### src/rtl/counter_bank.sv
// -----------------------------------------------------------------------------
// counter_bank
//
// Bank of NREG = 2^BIT_ADDR counters, each BIT_DATO bits wide. It has two
// combinational read ports and one update port. The update port can do
// increment, decrement or load on the addressed entry. Inc/dec either wraps or
// saturates, as chosen by SATURATE. A clear engine sweeps the bank back to
// RST_VAL, one entry per clock.
//
// Ports
//   clk       in   rising-edge clock
//   rst       in   asynchronous, active-high reset
//   addrR0    in   read port 0 address
//   addrR1    in   read port 1 address
//   addrW     in   update address
//   op        in   00 none, 01 inc, 10 dec, 11 load datIn
//   datIn     in   load data
//   clr       in   start a clear sweep (level, honoured only when idle)
//   datOutR0  out  breg[addrR0], combinational
//   datOutR1  out  breg[addrR1], combinational
//   busy      out  high while the clear sweep runs
//   done      out  one-cycle pulse after the last sweep write
//   ovf       out  registered one-cycle flag: inc at max or dec at zero
// -----------------------------------------------------------------------------
module counter_bank #(
    parameter int BIT_ADDR = 4,
    parameter int BIT_DATO = 3,
    parameter int SATURATE = 0,
    parameter int RST_VAL  = 0
) (
    input  logic                clk,
    input  logic                rst,
    input  logic [BIT_ADDR-1:0] addrR0,
    input  logic [BIT_ADDR-1:0] addrR1,
    input  logic [BIT_ADDR-1:0] addrW,
    input  logic [1:0]          op,
    input  logic [BIT_DATO-1:0] datIn,
    input  logic                clr,
    output logic [BIT_DATO-1:0] datOutR0,
    output logic [BIT_DATO-1:0] datOutR1,
    output logic                busy,
    output logic                done,
    output logic                ovf
);

    localparam int NREG = 1 << BIT_ADDR;

    localparam logic [BIT_DATO-1:0] RST_D    = RST_VAL[BIT_DATO-1:0];
    localparam logic [BIT_DATO-1:0] DAT_MAX  = '1;
    localparam logic [BIT_DATO-1:0] DAT_ONE  = 1;
    localparam logic [BIT_ADDR-1:0] PTR_LAST = '1;
    localparam logic [BIT_ADDR-1:0] PTR_ONE  = 1;

    localparam logic [1:0] OP_NONE = 2'b00;
    localparam logic [1:0] OP_INC  = 2'b01;
    localparam logic [1:0] OP_DEC  = 2'b10;
    localparam logic [1:0] OP_LOAD = 2'b11;

    typedef enum logic {
        IDLE,
        CLEAR
    } state_t;

    state_t              state, state_nxt;
    logic [BIT_DATO-1:0] breg [NREG];
    logic [BIT_ADDR-1:0] ptr;

    logic [BIT_DATO-1:0] cur;
    logic [BIT_DATO-1:0] upd_val;
    logic                upd_en;
    logic                bound;

    // Read ports are plain muxes over the array.
    assign datOutR0 = breg[addrR0];
    assign datOutR1 = breg[addrR1];
    assign busy     = (state == CLEAR);

    // Update datapath. The boundary is found by an explicit compare against
    // max/zero, not by a carry out of the adder.
    always_comb begin
        // NOTE: every signal gets a default before the case statement. A path
        // that leaves a combinational output unassigned would infer a latch.
        cur     = breg[addrW];
        upd_val = cur;
        upd_en  = 1'b0;
        bound   = 1'b0;
        unique case (op)
            OP_INC: begin
                upd_en = 1'b1;
                if (cur == DAT_MAX) begin
                    bound   = 1'b1;
                    upd_val = (SATURATE != 0) ? cur : '0;
                end else begin
                    upd_val = cur + DAT_ONE;
                end
            end
            OP_DEC: begin
                upd_en = 1'b1;
                if (cur == '0) begin
                    bound   = 1'b1;
                    upd_val = (SATURATE != 0) ? cur : DAT_MAX;
                end else begin
                    upd_val = cur - DAT_ONE;
                end
            end
            OP_LOAD: begin
                upd_en  = 1'b1;
                upd_val = datIn;
            end
            OP_NONE: ;
            default: ;
        endcase
    end

    // Next-state logic of the sweep FSM. The terminal pointer value is
    // detected before the pointer wraps back to zero.
    always_comb begin
        state_nxt = state;
        unique case (state)
            IDLE:    if (clr) state_nxt = CLEAR;
            CLEAR:   if (ptr == PTR_LAST) state_nxt = IDLE;
            default: state_nxt = IDLE;
        endcase
    end

    // State register, counter array, sweep pointer and the flags.
    always_ff @(posedge clk or posedge rst) begin
        if (rst) begin
            // NOTE: the array sits in flops, not in a RAM macro, because the
            // design needs every entry at RST_VAL as soon as reset asserts.
            for (int i = 0; i < NREG; i++) begin
                breg[i] <= RST_D;
            end
            state <= IDLE;
            ptr   <= '0;
            done  <= 1'b0;
            ovf   <= 1'b0;
        end else begin
            // NOTE: non-blocking assignments throughout. Every register here
            // samples the values from before the edge, so an op and a sweep
            // start in the same cycle do not race.
            state <= state_nxt;
            done  <= 1'b0;
            ovf   <= 1'b0;
            unique case (state)
                IDLE: begin
                    // An op in the same cycle as clr still executes. The
                    // sweep overwrites that entry later.
                    if (upd_en) begin
                        breg[addrW] <= upd_val;
                    end
                    ovf <= bound;
                    ptr <= '0;
                end
                CLEAR: begin
                    breg[ptr] <= RST_D;
                    ptr       <= ptr + PTR_ONE;
                    if (ptr == PTR_LAST) begin
                        done <= 1'b1;
                    end
                end
                default: ;
            endcase
        end
    end

endmodule
### config.mk
export PLATFORM = sky130hd
export DESIGN_NAME = counter_bank
export DESIGN_NICKNAME = d
export VERILOG_FILES = /design/src/rtl/counter_bank.sv
export SDC_FILE = /design/constraint.sdc
export NUM_CORES = 1
export LEC_CHECK = 0
export ABC_AREA = 1
export BUFFER_PORTS_ARGS = -buffer_cell sky130_fd_sc_hd__buf_4
export CORE_MARGIN = 2
export CORE_UTILIZATION = 60
export CTS_CLUSTER_SIZE = 28
export DETAILED_ROUTE_END_ITERATION = 16
export PLACE_DENSITY = 0.83
export SLEW_MARGIN = 20
export SYNTH_ARGS = -nofsm -noshare
export SYNTH_HDL_FRONTEND = slang
export SYNTH_SLANG_ARGS = --single-unit
### constraint.sdc
create_clock -name clk -period 6.5 [get_ports clk]
set_input_delay 0.975 -clock clk [delete_from_list [all_inputs] [get_ports clk]]
set_output_delay 0.975 -clock clk [all_outputs]
set_load 0.02 [all_outputs]
Word-level counts from Yosys, hierarchy flattened

Index checks and enable logic that the tools add are counted.
Widths: inputs -> output; s select.

Flip-flop bits (word level): 55
Output and inout port bits: 9
Word-level logic and storage cells: 76
Bits of input ports: 20

Equality and inequality tests: 6
Bitwise operators: 7
Reduce and logical (&&, ||, !) cells: 4
Add/sub/neg operators: 3
$lt $le $gt $ge: 6
Multiplexer cells: 30

Operator list:

| kind                | number |
|---|---|
| $pmux 48 s2         | 1 |
| $and 48x48->48      | 1 |
| $bwmux 48           | 1 |
| $mux 48             | 1 |
| $not 48->48         | 1 |
| $bmux 3 s4          | 3 |
| $mux 3              | 10 |
| $demux 3 s4         | 2 |
| $ge 5x5->1 const B  | 4 |
| $not 4->5           | 4 |
| $lt 5x1->1 const B  | 2 |
| $pmux 3 s3          | 1 |
| $mux 1              | 8 |
| $pmux 4 s2          | 1 |
| $add 4x1->4 const B | 1 |
| $eq 2x2->1 const B  | 2 |
| $eq 4x4->1 const B  | 1 |
| $pmux 1 s2          | 2 |
| $add 3x1->3 const B | 1 |
| $eq 3x3->1 const B  | 1 |
| $logic_not 3->1     | 1 |
| $reduce_or 3->1     | 1 |
| $sub 3x1->3 const B | 1 |
| $eq 2x1->1 const B  | 1 |
| other kinds (3)     | 4 |

Logic depth before layout (Yosys ltp)

Gate-level depths: netlist of the first run.

Depth after elaboration: 10
Depth in mapped cells: 18
Gate-level depth less buffers: 16

Worst setup path after synthesis of the first run

No wires, ideal clock.

Path kind: input -> register
Start: input addrW[1]
End: register breg[25] in the netlist's numbering
Slack: 3.343 ns
Data arrival time: 3.069 ns
Stages on the path: 15
Path buffers: 2
Library setup time: 0.087 ns
Path through: buf_4 -> inv_2 -> nor2_2 -> nand2_1 -> o21ai_0 -> o21ai_1 -> nand2_1 -> inv_2 -> nand2_2 -> inv_2 -> ha_1 -> o2111ai_1 -> clkbuf_1 -> nand3_1 -> a22oi_1

Longest elaborated chain between the ends: 10

Ends and longest elaborated chain:

| what                                      | line    | text |
|---|---|---|
| start: declaration                        | 35      | `input logic [BIT_ADDR-1:0] addrW,` |
| $not 4->5 (implied by the code) *         | 83, 150 |  |
| $bmux 3 s4                                | 83      | `cur = breg[addrW];` |
| $mux 3 (implied by the code) (2 in a row) | 83      |  |
| $sub 3x1->3, or another cell as far along | 103     | `upd_val = cur - DAT_ONE;` |
| $mux 3 (on tied branches)                 | 99, 90  |  |
| $pmux 3 s3                                | 87      | `unique case (op)` |
| $bwmux 48 *                               | 150     | `breg[addrW] <= upd_val;` |
| $mux 48 *                                 | 149     | `if (upd_en) begin` |
| $pmux 48 s2 *                             | 145     | `unique case (state)` |
| end signal: indexed assignment            | 150     |  |
| end: declaration                          | 65      | `logic [BIT_DATO-1:0] breg [NREG];` |

Every way passes the cells marked *; elsewhere a longest branch is shown, timed or not. The select of a mux whose other input is x is not followed.
A chain may end at the register's enable or synchronous reset.

Worst setup path after layout of the first run

Start: input addrW[0]
End: register breg[2] in the netlist's numbering

Same word-level chain as after synthesis.

==> metrics.cfg, run 1 <==
[run_status]
status=finished, final reports clean

[clock_network]
h-tree-depth=2
cts_setup_buffers=0
cts_root_buffer=clkbuf_8
cts-resized-gates=0
postCtsHoldBufs=0
cts_tree=done
clock_path_buffers=2
cts.sinks=55
cts_inserted_buffers=5
clkSlewWorstSetupHoldPaths_ns=0.10
clkLatencyLatePin_ns=0.32

[yosys]
yosysTopAreaCell=dfrtp_1
syn_inst=711
postSynthAreaPerCell_um2=6.72
yosysUniqueCellTypes=34
yosys.area.top_type_share=0.288
ys_seq_elements=55
ys.warnings.count=0
synth_area_mm2=0.00478
synth.area.top_cells=dfrtp_1 29%, nand2_1 8.4%, a21oi_1 7.6%
ys_seq_area_frac=0.288
syn-num-nets=741

[placement]
routabilityCongestion=0.963
hpwl_mm=11.0
numPortBuffers=28

[floorplanning]
dieArea_mm2=0.00870
chipWidth_um=93.3
coreArea_mm2=0.00773
io-pin-count=29
initial_core_util=0.619
dieHeight_um=93.3
fp-row-count=32

[setup_path]
cp_data_arrival_time_ns=3.50
critPathKind=in2reg
reg2reg_slack_ns=3.89
critPathRequiredTime_ns=6.70
crit_path_end_kind=register
critPathMaxFanout=16
startpoint_type=input port

[sta]
hold_viol=0
setup_tns_ns=0
period_needed_ns=3.30
max_freq_ghz=0.303
worstMarginPinSlew_ns=0.918
fin_worst_skew_ns=0.00974
setup_viol=0
rsz0062_at_grt=false
timing.hold.ws_ns=0.543
fin_crit_sh=0.508
maxSlewViolCount=0
max-slew-margin-rel=0.386

[global_routing]
grt_pass1_wl_mm=24.8
antenna_found_initial=0
track_usage=0.367
gr-total-overflow=0
grt_max_degree=72
grt_pass1_vias=4932

[finish]
nFillCells=703
synthToLayoutAreaGrowth_pct=6.25
drive_above_1_share=0.148
final_cell_mix=107 x nand2_1, 82 x nor2_1, 73 x a21oi_1
insertedDiodeCount=0
layout_commonest_cell=nand2_1
fin_nets=743

[route]
totalWireLength_mm=15.5
vias=5321
vias_per_cell=6.52
final_antenna_net_count=0
drc=0
wl_per_cell_um=18.9
drt_iter0_drc=625
dr.pass1.iters=5

[run]
drv_cap=0

[power]
ir_drop_v=0.000350
p_leak_nw=2.22
power_density_mw_per_mm2=414

[min_path]
hp-class=reg2reg

-- critical path, cell delays in order --
cell and delay, ns:
buf_4 0.18, inv_2 0.14, nor2_2 0.06, inv_2 0.22
o21ai_0 0.11, o21ai_0 0.24, nand2_1 0.10, nor2_2 0.20
inv_1 0.07, ha_1 0.21, inv_1 0.06, nand2_1 0.06
nand3_1 0.10, nand3_2 0.45, nand3_1 0.23, a21oi_1 0.09
-- cell families (layout without fill, tap and decap cells) --
group | count (synthesis) | in the layout | synth area share
AND/OR/NAND/NOR | 308 | 308 | 0.305
flip-flops | 55 | 55 | 0.288
AO/OA/AOI/OAI | 222 | 222 | 0.277
buffers and inverters | 116 | 119 | 0.104
adder cells (fa/ha/maj) | 10 | 10 | 0.0262
-- registers in the layout (all words and copies together), names as in the netlist --
register	flops
ovf	1
busy	1
breg	48
done	1
ptr	4
-- stage by stage --
stage | setup slack [ns] | instance area [um2] | power (W) | cells | util
6_report | 3.20 | 5080 | 0.00211 | 816 | 0.657
2_1_floorplan | 3.34 | 4780 | 0.00149 | 711 | -
4_1_cts | 3.32 | 5080 | 0.00207 | 816 | 0.657
5_1_grt | 3.10 | 5080 | 0.00225 | 816 | 0.657
3_3_place_gp | 3.00 | 4950 | 0.00175 | 808 | 0.640
3_5_place_dp | 2.99 | 4950 | 0.00180 | 808 | 0.640
-- power by group --
| part | leakage (nW) | switching (W) | internal, W |
|---|---|---|---|
| Clock | 0.0654 | 0.000119 | 0.000154 |
| Combinational | 1.46 | 0.000736 | 0.000403 |
| Sequential | 0.692 | 0.000192 | 0.000501 |
| Total | 2.22 | 0.00105 | 0.00106 |
-- final timing paths --
| path | from | end | cells past startpoint |
|---|---|---|---|
| max in group asynchronous | rst | busy$_DFF_PP0_ | 3 |
| min in group asynchronous | rst | breg[42]$_DFFE_PP0P_ | 3 |
| worst max register to register | breg[13]$_DFFE_PP0P_ | breg[2]$_DFFE_PP0P_ | 13 |
| worst max-delay path | addrW[0] | breg[2]$_DFFE_PP0P_ | 16 |
| worst min register to register | breg[36]$_DFFE_PP0P_ | breg[36]$_DFFE_PP0P_ | 2 |
| worst min-delay path | breg[36]$_DFFE_PP0P_ | breg[36]$_DFFE_PP0P_ | 2 |
-- cell type report --
cell class	count	area, um2	share of cell area
timing repair buffer	31	233	0.0458
multi-input combinational	540	2910	0.573
inverter	80	300	0.0591
sequential	55	1380	0.271
clock inverter	2	60.1	0.0118
tap	102	128	0.0251
clock buffer	6	72.6	0.0143
-- cells in the mapped netlist (all sizes together) --
cell type / count
o21ai: 58
inv: 79
a31oi: 33
nand3: 76
o221ai: 2
o22ai: 4
o2111ai: 1
clkinv: 1
a311oi: 1
o211ai: 18
clkbuf: 27
buf: 9
dfrtp: 55
nand2: 115
nor3: 29
nor2: 87
nand4: 1
a22oi: 11
a21oi: 93
ha: 10
o21bai: 1
-- metal layers --
layer / up-vias / wire (um) / global-route usage
met3: 57 / 1800 / 0.0564
met1: 2431 / 6170 / 0.506
met5: - / 0 / 0
met2: 386 / 6950 / 0.570
li1: 2447 / - / -
met4: 0 / 544 / 0.162
Note: power is estimated with default switching activity, not from simulation.
==> inputs of run 2 (changes only) <==
--- a/config.mk
+++ b/config.mk
@@ -8,10 +8,10 @@
 export ABC_AREA = 1
 export BUFFER_PORTS_ARGS = -buffer_cell sky130_fd_sc_hd__buf_4
 export CORE_MARGIN = 2
-export CORE_UTILIZATION = 60
+export CORE_UTILIZATION = 56
 export CTS_CLUSTER_SIZE = 28
 export DETAILED_ROUTE_END_ITERATION = 16
-export PLACE_DENSITY = 0.83
+export PLACE_DENSITY = 0.81
 export SLEW_MARGIN = 20
 export SYNTH_ARGS = -nofsm -noshare
 export SYNTH_HDL_FRONTEND = slang
==> constraint.sdc (replaced) <==
create_clock -name clk -period 2.8 [get_ports clk]
set_input_delay 0.42 -clock clk [delete_from_list [all_inputs] [get_ports clk]]
set_output_delay 0.42 -clock clk [all_outputs]
set_load 0.02 [all_outputs]
==> run 2 against run 1 <==
  * Count of clock-buffer cells in the layout fell by 1
  * Flip-flop and latch count stayed put
  * Critical path type unchanged
  * First-iteration DRC count up 2.9%
  * Power grew 140%
  * Clock power increased by 140%
  * Largest cell class unchanged
  * Sequential power up 140%
  * Critical path depth increased by 1
  * Global-route usage decreased by 0.90 points
  * Design area grew 1.7%
  * Highest routed layer unchanged
  * Critical endpoint is now breg[9]$_DFFE_PP0P_
==> metrics.cfg, run 2 (synthesized netlist as in run 1, its figures left out) <==
[run_status]
status=finished, final reports clean

[sta]
setup_slack_ns=0.409  ; -2.79 ns
setup_tns_ns=0  ; unchanged
worstMarginPinSlew_ns=0.725  ; -0.193 ns
hold_viol=0  ; unchanged
timing.hold.ws_ns=0.0270  ; -0.516 ns
max_freq_ghz=0.418
setup_viol=0  ; unchanged
fin_crit_sh=0.854
max-slew-margin-rel=0.514  ; +0.127
maxSlewViolCount=0  ; unchanged
period_needed_ns=2.39
rsz0062_at_grt=false
fin_worst_skew_ns=0.0102  ; +0.000483 ns

[route]
vias_per_cell=6.46  ; -1.0%
drt_iter0_drc=643  ; +2.9%
final_antenna_net_count=0  ; unchanged
dr.pass1.iters=5  ; unchanged
totalWireLength_mm=15.9  ; +2.8%
drc=0  ; unchanged
wl_per_cell_um=19.2  ; +1.4%
vias=5345  ; +0.45%

[finish]
reg.largest.list=breg (48), ptr (4)
drive_above_1_share=0.160  ; +0.0120
fin_util=0.626  ; -0.0316
fin_nets=752  ; +1.2%
synthToLayoutAreaGrowth_pct=8.09
final_cell_mix=107 x nand2_1, 82 x nor2_1, 73 x a21oi_1
largest_reg_flops=48  ; unchanged
top_register=breg
insertedDiodeCount=0  ; unchanged
layout_commonest_cell=nand2_1

[global_routing]
gr-total-overflow=0  ; unchanged
grt_max_degree=49  ; -32%
track_usage=0.358  ; -0.00904
grt_pass1_wl_mm=25.1  ; +0.94%
grt_pass1_vias=4859  ; -1.5%
antenna_found_initial=0  ; unchanged

[power]
power_w=0.00496  ; +140%
power_density_mw_per_mm2=960  ; +130%
swShare=0.498  ; +0.000817
p_int_w=0.00249  ; +140%
sequentialPowerShare=0.336  ; +0.007
switchingPower_w=0.00247  ; +140%
ir_drop_v=0.000565  ; +62%
p_leak_nw=2.26  ; +2.0%
comb_power_share=0.533  ; -0.008
clkPwrFrac=0.131  ; about the same

[floorplanning]
io-pin-count=29  ; unchanged
coreArea_mm2=0.00826  ; +6.9%
dieHeight_um=96.4  ; +3.4%
fp-row-count=33  ; +3.1%
chipWidth_um=96.4  ; +3.4%
dieArea_mm2=0.00929  ; +6.8%
initial_core_util=0.579  ; -0.0397

[setup_path]
critPathRequiredTime_ns=3.05  ; -3.65 ns
critPathKind=in2reg
worst_path_largest_cell_delay_ns=0.24  ; -0.21 ns
critPathMaxFanout=16  ; unchanged
critPathMostFrequentCell=nand2_1
crit_chain=buf_4, inv_2, nor2_2, inv_2, o21ai_0, o21ai_0, nand2_1, nor2_2, inv_1, ha_1, o21ai_2, nand2_1, nand2_1, nand2_2, nand2_4, nand3_1, a21oi_1
worstSetupEndpoint=breg[9]$_DFFE_PP0P_
startpoint=addrW[0]
reg2reg_to=breg[9]$_DFFE_PP0P_
startpoint_type=input port
slowest_stage=nand2_4
crit_path_end_kind=register
r2r_cells=14  ; +1
reg2reg_slack_ns=0.42  ; -3.47 ns
r2r-start=breg[13]$_DFFE_PP0P_
cp_data_arrival_time_ns=2.64  ; -0.86 ns

[clock_network]
clkSlewWorstSetupHoldPaths_ns=0.11  ; about the same
postCtsHoldBufs=0  ; unchanged
cts_setup_buffers=0  ; unchanged
cts_inserted_buffers=5  ; unchanged
clkLatencyLatePin_ns=0.32  ; about the same
clock_path_buffers=2  ; unchanged
cts_root_buffer=clkbuf_8
h-tree-depth=2  ; unchanged
cts.sinks=55  ; unchanged
cts_tree=done
cts-resized-gates=0  ; unchanged

[placement]
hpwl_mm=11.8  ; +6.9%
numPortBuffers=28  ; unchanged
pre_cts_slack_ns=0.130  ; -2.86 ns
routabilityCongestion=0.963  ; about the same

[min_path]
hp-class=in2async

[run]
drv_cap=0  ; unchanged

## run 2: cell types whose count changed in the layout (fill, tap and decap cells not counted)
cell,previous run,this run
buf_4,31,39
buf_12,0,1
clkbuf_1,1,0
clkinvlp_4,0,1
## run 2: power by group through the flow
stage               registers [W]  logic [W]  clock network (W)
floorplan                 0.00142    0.00204                  0
global placement          0.00164    0.00249                  0
detailed placement        0.00166    0.00258                  0
CTS                       0.00164    0.00259           0.000645
global route              0.00171    0.00293           0.000674
finish                    0.00167    0.00264           0.000652
## run 2: through the flow
stage	cell area [um2]	cells
2_1_floorplan	4780	711
3_3_place_gp	5030	820
3_5_place_dp	5030	820
4_1_cts	5170	828
5_1_grt	5170	828
6_report	5170	828
## run 2: cell type report
cell class              count  area, um2
flip-flops and latches     55       1380
clock buffers               5       68.8
well taps                 105        131
multi-input cells         540       2910
fillers                   778       3090
clock inverters             3       67.6
inverters                  80        300
repair buffers             40        313
## run 2: worst max-delay path: cells and delay by family
family	cells	cell delay [ns]
compound gates	4	0.57
fa+ha+maj	1	0.22
buf+inv	4	0.50
simple gates	8	0.91
## run 2: routing by layer
| metal | vias up | routed length, um | GRT usage |
|---|---|---|---|
| met5 | - | 0 | 0 |
| met4 | 0 | 624 | 0.130 |
| met3 | 51 | 1960 | 0.0776 |
| met2 | 339 | 6980 | 0.560 |
| met1 | 2491 | 6330 | 0.488 |
| li1 | 2464 | - | - |
## run 2: how the worst min path moves through the flow
stage	slack [ns]	endpoint	from	cells past startpoint
after global placement	0.39	breg[20]$_DFFE_PP0P_	rst	2
after detailed placement	0.39	breg[20]$_DFFE_PP0P_	rst	2
after CTS	0.05	breg[20]$_DFFE_PP0P_	rst	2
final	0.03	ptr[0]$_DFF_PP0_	rst	2
after global routing	0.06	ptr[0]$_DFF_PP0_	rst	2
after floorplan	0.49	breg[24]$_DFFE_PP0P_	breg[24]$_DFFE_PP0P_	2
